==> config.mk <==
export PLATFORM = sky130hd
export DESIGN_NAME = phy_tx_lane_manager
export DESIGN_NICKNAME = d
export VERILOG_FILES = /design/src/rtl/chiplet_types_pkg.sv /design/src/rtl/phy_tx_fifo.sv /design/src/rtl/phy_tx_lane_manager.sv
export SDC_FILE = /design/constraint.sdc
export NUM_CORES = 1
export LEC_CHECK = 0
export CAP_MARGIN = 20
export CORE_MARGIN = 3
export CORE_UTILIZATION = 25
export DETAILED_ROUTE_END_ITERATION = 6
export PLACE_DENSITY_LB_ADDON = 0.12
export SYNTH_ARGS = -nofsm -noshare
export SYNTH_HDL_FRONTEND = slang
export SYNTH_SLANG_ARGS = --single-unit
==> constraint.sdc <==
create_clock -name clk -period 7.87 [get_ports clk]
set_input_delay 2.361 -clock clk [delete_from_list [all_inputs] [get_ports clk]]
set_output_delay 2.361 -clock clk [all_outputs]
set_load 0.01 [all_outputs]
==> src/rtl/chiplet_types_pkg.sv <==
// ============================================================================
// chiplet_types_pkg : shared chiplet link types and TX lane manager helpers
// Rev 1.0
// ============================================================================
`default_nettype none

package chiplet_types_pkg;

    localparam int ENC_FLIT_W = 50;

    typedef logic [ENC_FLIT_W-1:0] enc_flit_t;

    typedef enum logic [0:0] {
        IDLE = 1'b0,
        SEND = 1'b1
    } phy_tx_state_t;

    function automatic int ceil_div(input int a, input int b);
        return (a + b - 1) / b;
    endfunction

endpackage

`default_nettype wire

==> src/rtl/phy_tx_fifo.sv <==
// ============================================================================
// phy_tx_fifo : count-based flit FIFO, pointers wrap at DEPTH-1 (any depth)
// Rev 1.0
// ============================================================================
`default_nettype none

module phy_tx_fifo #(
    parameter int WIDTH = 50,
    parameter int DEPTH = 4
) (
    input  logic                         clk,
    input  logic                         rst,
    input  logic                         push,
    input  logic [WIDTH-1:0]             wdata,
    input  logic                         pop,
    output logic [WIDTH-1:0]             rdata,
    output logic                         full,
    output logic                         empty,
    output logic [$clog2(DEPTH+1)-1:0]   count
);

    localparam int                PTR_W      = $clog2(DEPTH);
    localparam int                CNT_W      = $clog2(DEPTH + 1);
    localparam logic [CNT_W-1:0]  c_DEPTH    = CNT_W'(DEPTH);
    localparam logic [PTR_W-1:0]  c_LAST_PTR = PTR_W'(DEPTH - 1);

    logic [WIDTH-1:0] r_mem [DEPTH];
    logic [PTR_W-1:0] r_wr_ptr;
    logic [PTR_W-1:0] r_rd_ptr;
    logic [CNT_W-1:0] r_count;
    logic             w_do_push;
    logic             w_do_pop;

    assign w_do_push = push && !full;
    assign w_do_pop  = pop && !empty;

    always_ff @(posedge clk) begin
        if (w_do_push) begin
            r_mem[r_wr_ptr] <= wdata;
        end
    end

    always_ff @(posedge clk or posedge rst) begin
        if (rst) begin
            r_wr_ptr <= '0;
            r_rd_ptr <= '0;
            r_count  <= '0;
        end else begin
            if (w_do_push) begin
                r_wr_ptr <= (r_wr_ptr == c_LAST_PTR) ? '0 : r_wr_ptr + 1'b1;
            end
            if (w_do_pop) begin
                r_rd_ptr <= (r_rd_ptr == c_LAST_PTR) ? '0 : r_rd_ptr + 1'b1;
            end
            case ({w_do_push, w_do_pop})
                2'b10:   r_count <= r_count + 1'b1;
                2'b01:   r_count <= r_count - 1'b1;
                default: r_count <= r_count;
            endcase
        end
    end

    assign rdata = r_mem[r_rd_ptr];
    assign full  = (r_count == c_DEPTH);
    assign empty = (r_count == '0);
    assign count = r_count;

endmodule

`default_nettype wire

==> src/rtl/phy_tx_lane_manager.sv <==
// ============================================================================
// phy_tx_lane_manager : credit-gated flit serialiser onto the TX lane bus
// Optional lane parity output enabled by PHY_TX_LANE_PARITY_EN.  Rev 1.0
// ============================================================================
`default_nettype none

module phy_tx_lane_manager
    import chiplet_types_pkg::*;
#(
    parameter int ENC_W       = ENC_FLIT_W,
    parameter int LANE_W      = 10,
    parameter int DEPTH       = 4,
    parameter int MAX_CREDITS = 8
) (
    input  logic                               clk,
    input  logic                               rst,
    input  logic                               data_ready,
    input  logic [ENC_W-1:0]                   encoded_flit,
    output logic                               buffer_full,
    output logic [LANE_W-1:0]                  lane_data,
    output logic                               lane_valid,
    output logic                               lane_sof,
    output logic                               lane_eof,
    input  logic                               credit_return,
    output logic [$clog2(MAX_CREDITS+1)-1:0]   credits,
`ifdef PHY_TX_LANE_PARITY_EN
    output logic                               lane_par,
`endif
    output logic                               credit_err
);

    localparam int                 NBEATS      = ceil_div(ENC_W, LANE_W);
    localparam int                 PAD_W       = NBEATS * LANE_W;
    localparam int                 BEAT_W      = $clog2(NBEATS);
    localparam int                 CRED_W      = $clog2(MAX_CREDITS + 1);
    localparam int                 CNT_W       = $clog2(DEPTH + 1);
    localparam logic [BEAT_W-1:0]  c_LAST_BEAT = BEAT_W'(NBEATS - 1);
    localparam logic [BEAT_W-1:0]  c_PENULT    = BEAT_W'(NBEATS - 2);
    localparam logic [CRED_W-1:0]  c_MAX_CRED  = CRED_W'(MAX_CREDITS);
    localparam logic [CNT_W-1:0]   c_DEPTH     = CNT_W'(DEPTH);

    phy_tx_state_t     r_state;
    logic [BEAT_W-1:0] r_beat;
    logic [PAD_W-1:0]  r_shift;
    logic [LANE_W-1:0] r_lane_data;
    logic              r_lane_valid;
    logic              r_lane_sof;
    logic              r_lane_eof;
    logic [CRED_W-1:0] r_credits;
    logic              r_credit_err;

    logic              w_full;
    logic              w_empty;
    logic [CNT_W-1:0]  w_count;
    logic [ENC_W-1:0]  w_head;
    logic [PAD_W-1:0]  w_head_pad;
    logic [LANE_W-1:0] w_next_beat;
    logic              w_push;
    logic              w_can_load;
    logic              w_load;
    logic              w_emit;

    phy_tx_fifo #(
        .WIDTH (ENC_W),
        .DEPTH (DEPTH)
    ) u_fifo (
        .clk   (clk),
        .rst   (rst),
        .push  (w_push),
        .wdata (encoded_flit),
        .pop   (w_load),
        .rdata (w_head),
        .full  (w_full),
        .empty (w_empty),
        .count (w_count)
    );

    assign w_push      = data_ready && !w_full;
    assign buffer_full = (w_count == c_DEPTH);

    // A load happens from IDLE or on the last beat, so back-to-back flits have no bubble.
    assign w_can_load  = !w_empty && (r_credits != '0);
    assign w_load      = w_can_load && ((r_state == IDLE) || (r_beat == c_LAST_BEAT));
    assign w_emit      = w_load || ((r_state == SEND) && (r_beat != c_LAST_BEAT));
    assign w_head_pad  = PAD_W'(w_head);
    assign w_next_beat = w_load ? w_head_pad[LANE_W-1:0] : r_shift[LANE_W-1:0];

    always_ff @(posedge clk or posedge rst) begin
        if (rst) begin
            r_state      <= IDLE;
            r_beat       <= '0;
            r_shift      <= '0;
            r_lane_data  <= '0;
            r_lane_valid <= 1'b0;
            r_lane_sof   <= 1'b0;
            r_lane_eof   <= 1'b0;
        end else begin
            r_lane_valid <= w_emit;
            r_lane_data  <= w_emit ? w_next_beat : '0;
            r_lane_sof   <= w_load;
            r_lane_eof   <= w_emit && !w_load && (r_beat == c_PENULT);
            case (r_state)
                IDLE: begin
                    if (w_load) begin
                        r_state <= SEND;
                        r_beat  <= '0;
                        r_shift <= w_head_pad >> LANE_W;
                    end
                end
                SEND: begin
                    if (w_load) begin
                        r_beat  <= '0;
                        r_shift <= w_head_pad >> LANE_W;
                    end else if (r_beat == c_LAST_BEAT) begin
                        r_state <= IDLE;
                    end else begin
                        r_beat  <= r_beat + 1'b1;
                        r_shift <= r_shift >> LANE_W;
                    end
                end
                default: r_state <= IDLE;
            endcase
        end
    end

    always_ff @(posedge clk or posedge rst) begin
        if (rst) begin
            r_credits    <= c_MAX_CRED;
            r_credit_err <= 1'b0;
        end else if (credit_return && !w_load) begin
            if (r_credits == c_MAX_CRED) begin
                r_credit_err <= 1'b1;
            end else begin
                r_credits <= r_credits + 1'b1;
            end
        end else if (w_load && !credit_return) begin
            r_credits <= r_credits - 1'b1;
        end
    end

`ifdef PHY_TX_LANE_PARITY_EN
    logic r_lane_par;

    always_ff @(posedge clk or posedge rst) begin
        if (rst) begin
            r_lane_par <= 1'b0;
        end else begin
            r_lane_par <= w_emit ? ^w_next_beat : 1'b0;
        end
    end

    assign lane_par = r_lane_par;
`endif

    assign lane_data  = r_lane_data;
    assign lane_valid = r_lane_valid;
    assign lane_sof   = r_lane_sof;
    assign lane_eof   = r_lane_eof;
    assign credits    = r_credits;
    assign credit_err = r_credit_err;

endmodule

`default_nettype wire

==> run metrics <==
Initial Util 25.6%; synth unique cells a little over 40; initial antenna violation count 2; Hold Worst Slack slightly below 500 ps; vias post-DR 5,269; Vias/cell 4.38; CP Max Fanout 5; total die area 43,600 µm²; Worst-path clk slew 50 ps; sequential share of the synthesized area 75.1%; Synth area leader edfxtp_1; r2r worst-path depth 8; clock share of power 30.3%; vias in the first global route 5,832; largest net degree at the start of global routing 53; Finish-stage setup viols 0; # port buffers 72; Reg2Reg Capture Point u_fifo.count[2]$_DFFE_PP0P_; GR Layer Usage met3 1.92%; RR Startpoint credits[0]$_DFFE_PP0P_; multi-input combinational cell area 2400 µm²; drt pass-1 iters 4; hold path endpoint credit_err$_DFFE_PP0P_; grt ovf 0; Layout Cells excl Fill 1,203; min cycle time layout approximately 4200 ps; Worst R2R Setup Slack ~5400 ps; clk sinks 269; synthesized flop and latch total between 200 and 300; part of the power in registers 41.9%; Resized cells post-CTS 0; routability cong. about 0.67; Rel. slew slack approximately 40%; net count after synthesis roughly 630; status finished, final reports clean; Worst Setup End Kind output pin; CP Class reg -> out; CTS Hold Bufs 0; CTS Buf Count 31; DRC 0; Sw Share 30.1%; global route hottest layer met2; area fraction of the dominant cell type after synthesis 58.3%; Syn Std Cell Area 10,300 µm²; Final period util between 50% and 60%; CTS tree yes; H-tree levels 1; area grow syn2layout 23.4%; first-pass GRT wire length 36,800 µm; DR WL/cell 20.0 µm; Post-Route WL 24,000 µm; WP data arrival 1870 ps; post-detail-place hpwl 13,800 µm; Setup Fix Bufs, Post-CTS 0; Pins Over Slew Limit 0; 1st-iter DRT viols ~310; setup TNS 0 ps; post-route ant nets 0; Fmax achieved 237 MHz; Post-synth EDFFs 200; hold path startpoint credit_err$_DFFE_PP0P_; Yosys warnings 0; Post-Syn Instances 567; CTS Buffer Depth 3; GRT Total Usage 10.9%; fin nets 719; power share of the combinational group 27.8%; Die W 209 µm; Register Area ~7700 µm²; maxcap violations 0; Core Area 40,200 µm²; most frequent cell after synthesis edfxtp_1; Final Hold Viols 0; PwrDens between 300 and 400 nW/µm²; Slew @ Worst Pin 901 ps; met2 Track Usage GR 18.0%; Worst Clk Skew 24.1 ps; Peak VDD IR 0.147 mV; CP Data Required Time between 5000 and 6000 ps; placed cells 1,144; leakage power roughly 4.5 nW; Top FF cell, synth edfxtp_1; Die Y-Extent 209 µm; asr flop ratio synth 25.7%; share of cells above drive strength 1 about 18%; element type at the critical path start flop; Cell Int Power 3.42 mW; Rows 73; met1 usage 15.0%; top post-synthesis cells by count 200 x edfxtp_1, 68 x dfrtp_1, 62 x a21oi_1, 50 x mux4_2, 40 x nand2_1; CTS Root Cell clkbuf_16; main area contributors after synthesis edfxtp_1 58%, dfrtp_1 17%, mux4_2 11%; P_sw 1.48 mW; Fill cells 3,934; IO Pins 73; Clock Latency Late Sink ~560 ps; Hold Crit Class reg -> reg; unrepaired setup endpoints after global routing no; Synth Area per Inst 18.2 µm²; Hold Crit Depth 1
==> flip-flops by register name, indices dropped and copies added (netlist names) <==
register / flops
lane_sof: 1
credit_err: 1
u_fifo.r_rd_ptr: 2
credits: 4
u_fifo.count: 3
lane_valid: 1
u_fifo.r_wr_ptr: 2
r_shift: 40
lane_data: 10
r_state: 1
lane_eof: 1
r_beat: 3
u_fifo.r_mem: 200
==> layer usage <==
layer / share of wire [%] / vias to the layer above
li1: - / 2370
met4: 2.1 / 2
met2: 49 / 92
met1: 46 / 2768
met5: 0.046 / -
met3: 3.5 / 37
==> power by group through the flow <==
stage	registers, mW	clock network [mW]	logic (mW)
2_1_floorplan	2.04	0	0.908
3_3_place_gp	2.07	0	1.38
6_report	2.06	1.48	1.36
4_1_cts	2.07	1.53	1.41
3_5_place_dp	2.09	0	1.41
5_1_grt	2.10	1.59	1.51
==> how the worst max path moves through the flow <==
stage	startpoint	endpoint	slack, ps	cells past startpoint
floorplan	data_ready	u_fifo.r_mem[0][0]$_DFFE_PP_	3540	3
global placement	data_ready	u_fifo.r_mem[0][32]$_DFFE_PP_	3270	3
detailed placement	data_ready	u_fifo.r_mem[1][32]$_DFFE_PP_	3200	3
CTS	u_fifo.count[0]$_DFFE_PP0P_	buffer_full	3590	2
global route	u_fifo.count[0]$_DFFE_PP0P_	buffer_full	3470	2
finish	u_fifo.count[1]$_DFFE_PP0P_	buffer_full	3640	2
==> cell families after synthesis <==
| family | share of synthesized area, % |
|---|---|
| buf+inv | 1.76 |
| mux | 11.3 |
| flops | 75.1 |
| xor+xnor | 0.511 |
| fa+ha+maj | 1.73 |
| compound gates | 5.81 |
| simple gates | 3.80 |
==> cell type report <==
| type | instances | share of cell area [%] |
|---|---|---|
| well taps | 525 | 5.17 |
| inverters | 11 | 0.325 |
| multi-input cells | 258 | 18.9 |
| repair buffers | 81 | 6.36 |
| clock buffers | 38 | 6.31 |
| diodes | 1 | 0.0197 |
| flip-flops and latches | 269 | 60.9 |
| clock inverters | 20 | 2.00 |
==> stage by stage <==
stage / total power, mW / setup slack, ps / area, µm² / utilization [%]
finish: 4.90 / 3640 / 12700 / 31.6
global route: 5.19 / 3470 / 12700 / 31.6
CTS: 5.01 / 3590 / 12700 / 31.6
detailed placement: 3.50 / 3200 / 11600 / 29.0
global placement: 3.46 / 3270 / 11600 / 28.9
floorplan: 2.95 / 3540 / 10300 / -
==> cell usage in the layout (no fill, tap or decap), types with 6 or more instances in the layout <==
cell type | synthesis | layout
edfxtp_1 | 200 | 200
clkdlybuf4s50_1 | 0 | 72
dfrtp_1 | 68 | 66
a21oi_1 | 62 | 62
mux4_2 | 50 | 50
nand2_1 | 40 | 40
nor2_1 | 32 | 32
clkbuf_16 | 0 | 31
a22o_1 | 20 | 20
ha_1 | 11 | 11
inv_1 | 10 | 9
buf_4 | 4 | 8
clkinv_2 | 0 | 7
clkbuf_1 | 12 | 7
bufinv_16 | 0 | 6
==> critical path, cell delays in order, from the launching register on <==
cell and delay (ps):
dfrtp_1 430, nor3b_1 310, clkdlybuf4s50_1 590
(Power assumes the default switching activity.)
